--- config.mk ---
export PLATFORM = sky130hd
export DESIGN_NAME = serial_add_sub_flat
export DESIGN_NICKNAME = d
export VERILOG_FILES = /design/src/rtl/serial_add_sub_if.sv /design/src/rtl/serial_add_sub.sv /design/src/flat_wrapper.sv
export SDC_FILE = /design/constraint.sdc
export NUM_CORES = 1
export LEC_CHECK = 0
export ABC_AREA = 1
export CORE_MARGIN = 2
export CORE_UTILIZATION = 33
export DETAILED_ROUTE_END_ITERATION = 10
export PLACE_DENSITY_LB_ADDON = 0.2
export SLEW_MARGIN = 40
export SYNTH_ARGS = -nofsm -noshare
export SYNTH_HDL_FRONTEND = slang
export SYNTH_SLANG_ARGS = --single-unit
--- constraint.sdc ---
create_clock -name Clk -period 1.9 [get_ports Clk]
set_input_delay 0.57 -clock Clk [delete_from_list [all_inputs] [get_ports Clk]]
set_output_delay 0.57 -clock Clk [all_outputs]
set_load 0.01 [all_outputs]
--- src/rtl/serial_add_sub_if.sv ---
// ----------------------------------------------------------------------------
// serial_add_sub_if
// Request/result bundle for the bit-serial adder/subtractor.
//   Start, Sub, A, B (Cin) : request side, driven by the master
//   Busy, Done, Sum, Carry, Overflow : result side, driven by the slave
// Optional macro SERIAL_ADD_SUB_CIN_EN adds the Cin request signal.
// ----------------------------------------------------------------------------
interface serial_add_sub_if #(
    parameter int WIDTH = 8
);
    logic             Start;
    logic             Sub;
    logic [WIDTH-1:0] A;
    logic [WIDTH-1:0] B;
`ifdef SERIAL_ADD_SUB_CIN_EN
    logic             Cin;
`endif
    logic             Busy;
    logic             Done;
    logic [WIDTH-1:0] Sum;
    logic             Carry;
    logic             Overflow;

    modport master (
        output Start, Sub, A, B,
`ifdef SERIAL_ADD_SUB_CIN_EN
        output Cin,
`endif
        input  Busy, Done, Sum, Carry, Overflow
    );

    modport slave (
        input  Start, Sub, A, B,
`ifdef SERIAL_ADD_SUB_CIN_EN
        input  Cin,
`endif
        output Busy, Done, Sum, Carry, Overflow
    );
endinterface

--- src/rtl/serial_add_sub.sv ---
// ----------------------------------------------------------------------------
// serial_add_sub
// Bit-serial adder/subtractor: one full-adder cell with a registered carry,
// one bit per clock, LSB first. Subtraction is A + ~B + 1.
//   Clk   : rising-edge clock
//   Rst_n : asynchronous active-low reset
//   bus   : serial_add_sub_if.slave (Start/Sub/A/B in, Busy/Done/Sum/Carry/
//           Overflow out)
// Optional macro SERIAL_ADD_SUB_CIN_EN: adds bus.Cin as carry-in (add) or
// borrow-in (subtract) for multi-word chaining.
// ----------------------------------------------------------------------------
module serial_add_sub #(
    parameter int WIDTH = 8
) (
    input  logic            Clk,
    input  logic            Rst_n,
    serial_add_sub_if.slave bus
);
    localparam int CW = (WIDTH > 2) ? $clog2(WIDTH) : 1;

    typedef enum logic [1:0] {IDLE, RUN, DONE} state_t;

    state_t           state_q, state_d;
    logic [WIDTH-1:0] a_q, a_d;
    logic [WIDTH-1:0] b_q, b_d;
    logic [WIDTH-2:0] res_q, res_d;     // bits already computed, MSB-aligned
    logic             c_q, c_d;
    logic [CW-1:0]    cnt_q, cnt_d;
    logic [WIDTH-1:0] sum_q, sum_d;
    logic             carry_q, carry_d;
    logic             ovf_q, ovf_d;

    logic s_bit, c_next, init_c, accept;

    always_comb begin
        s_bit  = a_q[0] ^ b_q[0] ^ c_q;
        c_next = (a_q[0] & b_q[0]) | (a_q[0] & c_q) | (b_q[0] & c_q);
`ifdef SERIAL_ADD_SUB_CIN_EN
        init_c = bus.Sub ? ~bus.Cin : bus.Cin;
`else
        init_c = bus.Sub;
`endif
    end

    // New requests are taken in IDLE and in the DONE cycle (back-to-back).
    assign accept = bus.Start && (state_q != RUN);

    // NOTE: every always_comb target gets a default first so that no path
    // leaves it unassigned; otherwise synthesis infers a latch.
    always_comb begin
        state_d = state_q;
        a_d     = a_q;
        b_d     = b_q;
        res_d   = res_q;
        c_d     = c_q;
        cnt_d   = cnt_q;
        sum_d   = sum_q;
        carry_d = carry_q;
        ovf_d   = ovf_q;

        if (state_q == RUN) begin
            a_d   = a_q >> 1;
            b_d   = b_q >> 1;
            c_d   = c_next;
            res_d = (WIDTH-1)'({s_bit, res_q} >> 1);
            cnt_d = cnt_q + 1'b1;
            if (cnt_q == CW'(WIDTH-1)) begin
                sum_d   = {s_bit, res_q};
                carry_d = c_next;
                // c_q is the carry into the MSB on this edge.
                ovf_d   = c_q ^ c_next;
                state_d = DONE;
            end
        end else begin
            if (state_q == DONE) state_d = IDLE;
            if (accept) begin
                a_d     = bus.A;
                b_d     = bus.Sub ? ~bus.B : bus.B;
                c_d     = init_c;
                cnt_d   = '0;
                res_d   = '0;
                state_d = RUN;
            end
        end
    end

    // NOTE: sequential state uses non-blocking assignments so all registers
    // update together from values sampled before the edge.
    always_ff @(posedge Clk or negedge Rst_n) begin
        if (!Rst_n) begin
            state_q <= IDLE;
            a_q     <= '0;
            b_q     <= '0;
            res_q   <= '0;
            c_q     <= 1'b0;
            cnt_q   <= '0;
            sum_q   <= '0;
            carry_q <= 1'b0;
            ovf_q   <= 1'b0;
        end else begin
            state_q <= state_d;
            a_q     <= a_d;
            b_q     <= b_d;
            res_q   <= res_d;
            c_q     <= c_d;
            cnt_q   <= cnt_d;
            sum_q   <= sum_d;
            carry_q <= carry_d;
            ovf_q   <= ovf_d;
        end
    end

    assign bus.Busy     = (state_q == RUN);
    assign bus.Done     = (state_q == DONE);
    assign bus.Sum      = sum_q;
    assign bus.Carry    = carry_q;
    assign bus.Overflow = ovf_q;
endmodule

--- src/flat_wrapper.sv ---
// flat-port wrapper written by rule: the top's interface ports become plain ports
module serial_add_sub_flat 
#(
    parameter int WIDTH = 8
)
  (Clk, Rst_n, bus_Start, bus_Sub, bus_A, bus_B, bus_Busy, bus_Done, bus_Sum, bus_Carry, bus_Overflow);
  serial_add_sub_if #(.WIDTH(WIDTH)) bus_i ();
  input  logic Clk;
  input  logic Rst_n;
  input wire logic [$bits(bus_i.Start)-1:0] bus_Start;
  input wire logic [$bits(bus_i.Sub)-1:0] bus_Sub;
  input wire logic [$bits(bus_i.A)-1:0] bus_A;
  input wire logic [$bits(bus_i.B)-1:0] bus_B;
  output wire logic [$bits(bus_i.Busy)-1:0] bus_Busy;
  output wire logic [$bits(bus_i.Done)-1:0] bus_Done;
  output wire logic [$bits(bus_i.Sum)-1:0] bus_Sum;
  output wire logic [$bits(bus_i.Carry)-1:0] bus_Carry;
  output wire logic [$bits(bus_i.Overflow)-1:0] bus_Overflow;
  assign bus_i.Start = bus_Start;
  assign bus_i.Sub = bus_Sub;
  assign bus_i.A = bus_A;
  assign bus_i.B = bus_B;
  assign bus_Busy = bus_i.Busy;
  assign bus_Done = bus_i.Done;
  assign bus_Sum = bus_i.Sum;
  assign bus_Carry = bus_i.Carry;
  assign bus_Overflow = bus_i.Overflow;
  serial_add_sub #(.WIDTH(WIDTH)) u_core (.Clk(Clk), .Rst_n(Rst_n), .bus(bus_i));
endmodule
==> results of run 1 <==
## metrics by stage
step,power (mW),instances,worst slack (ns),util [%],hold slack (ns)
after CTS,2.67,333,0.0316,43.4,0.349
after global routing,2.87,334,0.0183,43.5,0.374
after global placement,2.03,324,0.184,41.4,0.462
after floorplan,1.76,223,0.545,-,0.274
final,2.63,334,0.0902,43.5,0.325
after detailed placement,2.04,324,0.179,41.4,0.469
## final cells by class
| cell class | count | area (sq um) |
|---|---|---|
| Fill cell | 558 | 3070 |
| Sequential cell | 39 | 976 |
| Multi-Input combinational cell | 150 | 707 |
| Timing Repair Buffer | 40 | 397 |
| Clock buffer | 7 | 96.3 |
| Inverter | 25 | 93.8 |
| Tap cell | 72 | 90.1 |
| Clock inverter | 1 | 7.51 |
## registers in the layout, indices dropped and copies added, names as in the netlist
register / cells
u_core.a_q: 8
u_core.b_q: 8
u_core.bus.Sum: 8
u_core.res_q: 7
u_core.cnt_q: 3
u_core.state_q: 2
u_core.bus.Carry: 1
u_core.bus.Overflow: 1
u_core.c_q: 1
## critical path, delay by kind of cell, from the launching register on
family,cells,cell delay [ns]
adders and majority gates,1,0.14
buffers and inverters,3,0.43
DFF,1,0.38
## what timing repair did
action,CTS,global route
endpoints found under the setup margin,2,1
setup buffers,1,1
gates resized for setup,2,1
gates cloned,0,0
## where the power goes
| group | total [mW] | internal (mW) | switching (mW) |
|---|---|---|---|
| registers | 1.17 | 1.05 | 0.126 |
| logic | 0.849 | 0.370 | 0.480 |
| clock network | 0.611 | 0.330 | 0.281 |
## path summary, 6_finish.rpt
kind | slack, ns | to
min reg2reg | 0.49 | u_core.a_q[7]
max | 0.09 | bus_Done
max reg2reg | 0.35 | u_core.b_q[7]
min in group Clk | 0.49 | u_core.a_q[7]
min | 0.33 | u_core.bus.Sum[0]
max in group asynchronous | 1.23 | u_core.bus.Carry
## Yosys cell counts (2+ instances only)
| cell type | n | area, sq um |
|---|---|---|
| inv_2 | 2 | 7.51 |
| inv_1 | 22 | 82.6 |
| buf_2 | 3 | 15.0 |
| ha_1 | 5 | 62.6 |
| o21ai_1 | 16 | 80.1 |
| buf_4 | 5 | 37.5 |
| nor2_1 | 3 | 11.3 |
| dfrtp_1 | 39 | 976 |
| nand2_1 | 85 | 319 |
| nand2_2 | 2 | 12.5 |
| nand3_1 | 33 | 165 |
## placed cells by master (no fill, tap or decap), drive strengths merged
cell,n
buf,10
clkbuf,7
clkdlybuf4s15,1
clkdlybuf4s50,28
clkinv,1
clkinvlp,1
dfrtp,39
dlygate4sd2,1
fa,1
ha,5
inv,24
nand2,87
nand3,33
nor2,5
o211ai,1
o21ai,17
or2,1
## kinds of logic (layout without fill, tap and decap cells)
group                    after synthesis  after routing
AO/OA/AOI/OAI                         18             18
adder cells (fa/ha/maj)                6              6
buffers and inverters                 34             73
AND/OR/NAND/NOR                      126            126
flip-flops                            39             39
## routing by layer
metal | wire length, um | GRT usage [%]
met1 | 1660 | 15.0
met2 | 1560 | 21.3
met3 | 154 | 4.71
met4 | 48 | 4.39
met5 | 0 | 0
==> qor.txt, run 1 <==
Setup CP Type: reg -> out
Worst Path Max Fanout: 2
minimum clock period: 1.81 ns
number of port buffers: 31
dpl hpwl: 2320 um
H-tree levels: 2
Num Clock Sinks: 39
detailed-route via count: 1457
status: completed
Final Hold Fails: 0
Crit path required time: 1.33 ns
Synth Area in Simple Gates: 29.0%
Post-synth EDFFs: 0
LEAKAGE: 1.15 nW
io pins: 32
compound-gate portion of the synthesized area: 5.05%
multiplexer share of the synthesized area: 0%
clock buffer depth: 2
pin slew with the least headroom to its limit: 0.487 ns
grt ovf: 0
Die Y: 78.5 um
largest family of logic cells by synthesized area: simple AND/OR/NAND/NOR gates
crit end category: primary output
CP max stage cell: dfrtp_1
Final Max Slew Viols: 0
period utilization: 95.3%
Adder-Cell Fraction of Synth Area: 4.51%
final instance area: 2370 sq um
initial antenna violation count: 0
GRT Util Overall: 12.7%
register area share after synthesis: 53.2%
Hold Buf Count CTS: 0
largest net degree at the start of global routing: 40
Final Skew: 0.00754 ns
area grow syn2layout: 29.1%
CTS tree: done
hold crit path type: in -> async
RSZ-0062 raised after global routing: no
Worst Path Arrival: 1.24 ns
Yosys cell types: 19
via/cell ratio: 4.36
Worst setup SP type: flip-flop
gpl congestion: 0.763
Core Footprint: 5440 sq um
clock latency on the worst-skew pair: 0.29 ns
mapped cell area: 1830 sq um
Top FF cell, synth: dfrtp_1
Initial DRC Count: 49
Die ar.: 6170 sq um
xor/xnor share of the synthesized area: 0%
Yosys warning total: 0
setup violators final: 0
fmax: 553 MHz
die width: 78.5 um
R2R depth: 8
WL/cell: 10.3 um
syn_area_per_cell: 8.22 sq um
CP cell instances: buf_4 > inv_1 > ha_1 > dlygate4sd2_1
Nets: 287
worst setup path start: u_core.state_q[0]
Worst-path clk slew: 0.07 ns
Yosys reg bits: 39
Post-DP Area: 2250 sq um
starting density of the core: 33.7%
relative slew slack: 67.5%
first-pass GRT wire length: 6140 um
root buf cell: clkbuf_8
vias in the first global route: 1396
pwr/cell area: 1110 nW/um^2
share of cells above drive strength 1: 9.54%
syn nets: 249
number of max-cap violations: 0
FP Rows: 27
ANT cells: 0
Setup TNS Final: 0 ns
Post-Route WL: 3430 um
number of iterations in the first detailed-routing pass: 2
Post-route DRC: 0
post-route ant nets: 0
Synth Instances: 223
CTS Buf Count: 5
Post-synth ARST share: 100%
peak supply drop: 0.000312 V
worst r2r src: u_core.state_q[0]
crit-path max cell delay: 0.38 ns
Power figures use the tool's default switching activity.
==> run 2: changes to the inputs <==
HOLD_SLACK_MARGIN = 0.15   (was unset)
==> results of run 2 <==
Same layout as run 1: the final DEF is identical, and so are final timing and power.
==> run 3: changes to the inputs <==
CORE_UTILIZATION = 30   (was 33)
==> run 3 against run 2 <==
Against the previous run:
- clock power decreased by 10%
- routed wire length increased by 6.8%
- flip-flop and latch count unchanged
- sequential power about the same
- core utilization decreased by 3.9 points
- non-clock buffer count unchanged
- die area increased by 9.5%
- setup slack improved by 0.042 ns
- global-route usage decreased by 0.22 points
- critical path depth decreased by 3
==> qor.txt, run 3 (synthesis results as in run 1) <==
Filler cells: 622 (+11%)
number of port buffers: 31 (unchanged)
Crit path required time: 1.33 ns (about the same)
io pins: 32 (unchanged)
detailed-route via count: 1513 (+3.8%)
commonest non-fill, non-tap cell in the layout: nand2_1
Core Footprint: 5920 sq um (+8.9%)
pin slew with the least headroom to its limit: 0.416 ns (-0.0713 ns)
root buf cell: clkbuf_8
Worst setup SP type: flip-flop
hold crit path type: in -> async
sequential power share: 46.0% (+1.5 points)
largest net degree at the start of global routing: 24 (-40%)
CP cell instances: clkdlybuf4s50_1
ANT cells: 0 (unchanged)
Num Clock Sinks: 39 (unchanged)
most used routing layer: met2
Setup TNS Final: 0 ns (unchanged)
post-route ant nets: 0 (unchanged)
CTS Buf Count: 5 (unchanged)
relative slew slack: 72.3% (+4.8 points)
period utilization: 93.0% (-2.2 points)
clock latency on the worst-skew pair: 0.30 ns (about the same)
met3 usage: 3.04% (-1.7 points)
Gate power share: 32.6% (+0.3 points)
gpl congestion: 0.732 (-4.1%)
WL/cell: 10.9 um (+5.8%)
starting density of the core: 31.0% (-2.7 points)
fmax: 566 MHz (+2.4%)
initial antenna violation count: 0 (unchanged)
Post-Route WL: 3660 um (+6.8%)
first-pass GRT wire length: 6440 um (+4.9%)
P_int: 1.65 mW (-5.2%)
GR met2 Demand/Resource: 20.5% (-0.79 points)
via/cell ratio: 4.49 (+2.9%)
placed insts: 328 (+1.2%)
crit end category: primary output
Nets: 287 (unchanged)
RSZ-0062 raised after global routing: no
Setup CP Type: reg -> out
minimum clock period: 1.77 ns (-0.0421 ns)
Clock Power Share: 21.5% (-1.7 points)
grt ovf: 0 (unchanged)
LEAKAGE: 1.14 nW (-0.80%)
commonest non-fill, non-tap cells in the layout: 85 x nand2_1, 39 x dfrtp_1, 33 x nand3_1
pwr/cell area: 1090 nW/um^2 (-1.9%)
Worst Path Max Fanout: 2 (unchanged)
CP max stage cell: clkdlybuf4s50_1
clock buffer depth: 2 (unchanged)
Hold Buf Count CTS: 0 (unchanged)
area grow syn2layout: 28.1%
CTS tree: done
setup violators final: 0 (unchanged)
grt met1 use: 15.7% (+0.66 points)
crit-path max cell delay: 0.54 ns (+0.16 ns)
FP Rows: 28 (+3.7%)
Worst-path clk slew: 0.08 ns (about the same)
Final Hold Fails: 0 (unchanged)
peak supply drop: 0.000475 V (+52%)
Layout Cells excl Fill: 337 (+0.90%)
Post-route DRC: 0 (unchanged)
Psw: 0.906 mW (+2.3%)
Die ar.: 6750 sq um (+9.5%)
vias in the first global route: 1394 (-0.14%)
Die Y: 82.2 um (+4.6%)
GRT Util Overall: 12.5% (-0.22 points)
Initial DRC Count: 83 (+69%)
H-tree levels: 2 (unchanged)
Final Max Slew Viols: 0 (unchanged)
top cell family by delay on the critical path: buffers and inverters
share of cells above drive strength 1: 9.54% (unchanged)
number of iterations in the first detailed-routing pass: 4 (+2)
Net Sw Frac: 35.4% (+1.7 points)
Worst Path Arrival: 1.20 ns (-0.04 ns)
die width: 82.2 um (+4.6%)
Final Skew: 0.00934 ns (+0.00180 ns)
worst path bufs/invs: 1 (-2)
dpl hpwl: 2540 um (+9.3%)
status: completed
number of max-cap violations: 0 (unchanged)
## run 3: cell count changes in the layout (fill, tap and decap cells not counted), sizes merged
cell           delta
clkdlybuf4s15     -1
clkinv            +1
## run 3: path summary, 6_finish.rpt
kind / from / end / slack (ns) / depth (start not counted)
hold reg to reg: u_core.a_q[7] / u_core.a_q[7] / 0.48 / 2
min in group Clk: u_core.a_q[7] / u_core.a_q[7] / 0.48 / 2
setup / recovery: u_core.bus.Carry / bus_Carry / 0.13 / 1
setup reg to reg: u_core.state_q[0] / u_core.b_q[7] / 0.35 / 8
max in group asynchronous: Rst_n / u_core.a_q[1] / 1.23 / 2
hold / removal: Rst_n / u_core.bus.Sum[0] / 0.19 / 1
## run 3: stage by stage
step	hold slack (ns)	setup WS [ns]	util (%)	instance area [sq um]	power, mW
finish	0.192	0.132	39.6	2350	2.56
global route	0.206	0.0675	39.6	2350	2.79
CTS	0.207	0.0399	39.7	2350	2.61
detailed placement	0.470	0.152	38.2	2260	2.04
global placement	0.465	0.157	38.2	2260	2.03
floorplan	0.274	0.545	-	1830	1.76
## run 3: power by group through the flow
| stage | Clock (mW) | Combinational, mW | Sequential (mW) |
|---|---|---|---|
| finish | 0.549 | 0.834 | 1.18 |
| global route | 0.608 | 0.973 | 1.21 |
| CTS | 0.572 | 0.857 | 1.18 |
| detailed placement | 0 | 0.847 | 1.19 |
| global placement | 0 | 0.835 | 1.20 |
| floorplan | 0 | 0.600 | 1.16 |
## run 3: final cells by class
| class | count | area (sq um) | share of cell area, % |
|---|---|---|---|
| clock buffers | 6 | 72.6 | 3.09 |
| inverters | 25 | 93.8 | 4.00 |
| multi-input cells | 150 | 707 | 30.1 |
| repair buffers | 40 | 392 | 16.7 |
| clock inverters | 2 | 12.5 | 0.533 |
| well taps | 75 | 93.8 | 4.00 |
| flip-flops and latches | 39 | 976 | 41.6 |
## run 3: metal layers
layer	vias up	part of all wire, %	wire, um
li1	773	-	-
met1	697	50	1820
met2	36	44	1600
met3	7	4.8	177
met4	0	1.6	59
met5	-	0	0
## run 3: worst register-to-register path, delay by kind of cell (launching register included)
kind          cells  cell delay [ns]
simple gates      4             0.31
fa+ha+maj         1             0.20
buf+inv           3             0.54
flops             1             0.39
## run 3: repair_timing
action                                  4_1_cts  5_1_grt
pin swaps                                     0        0
setup buffers                                 1        0
resized for setup                             3        1
endpoints found under the setup margin        2        1
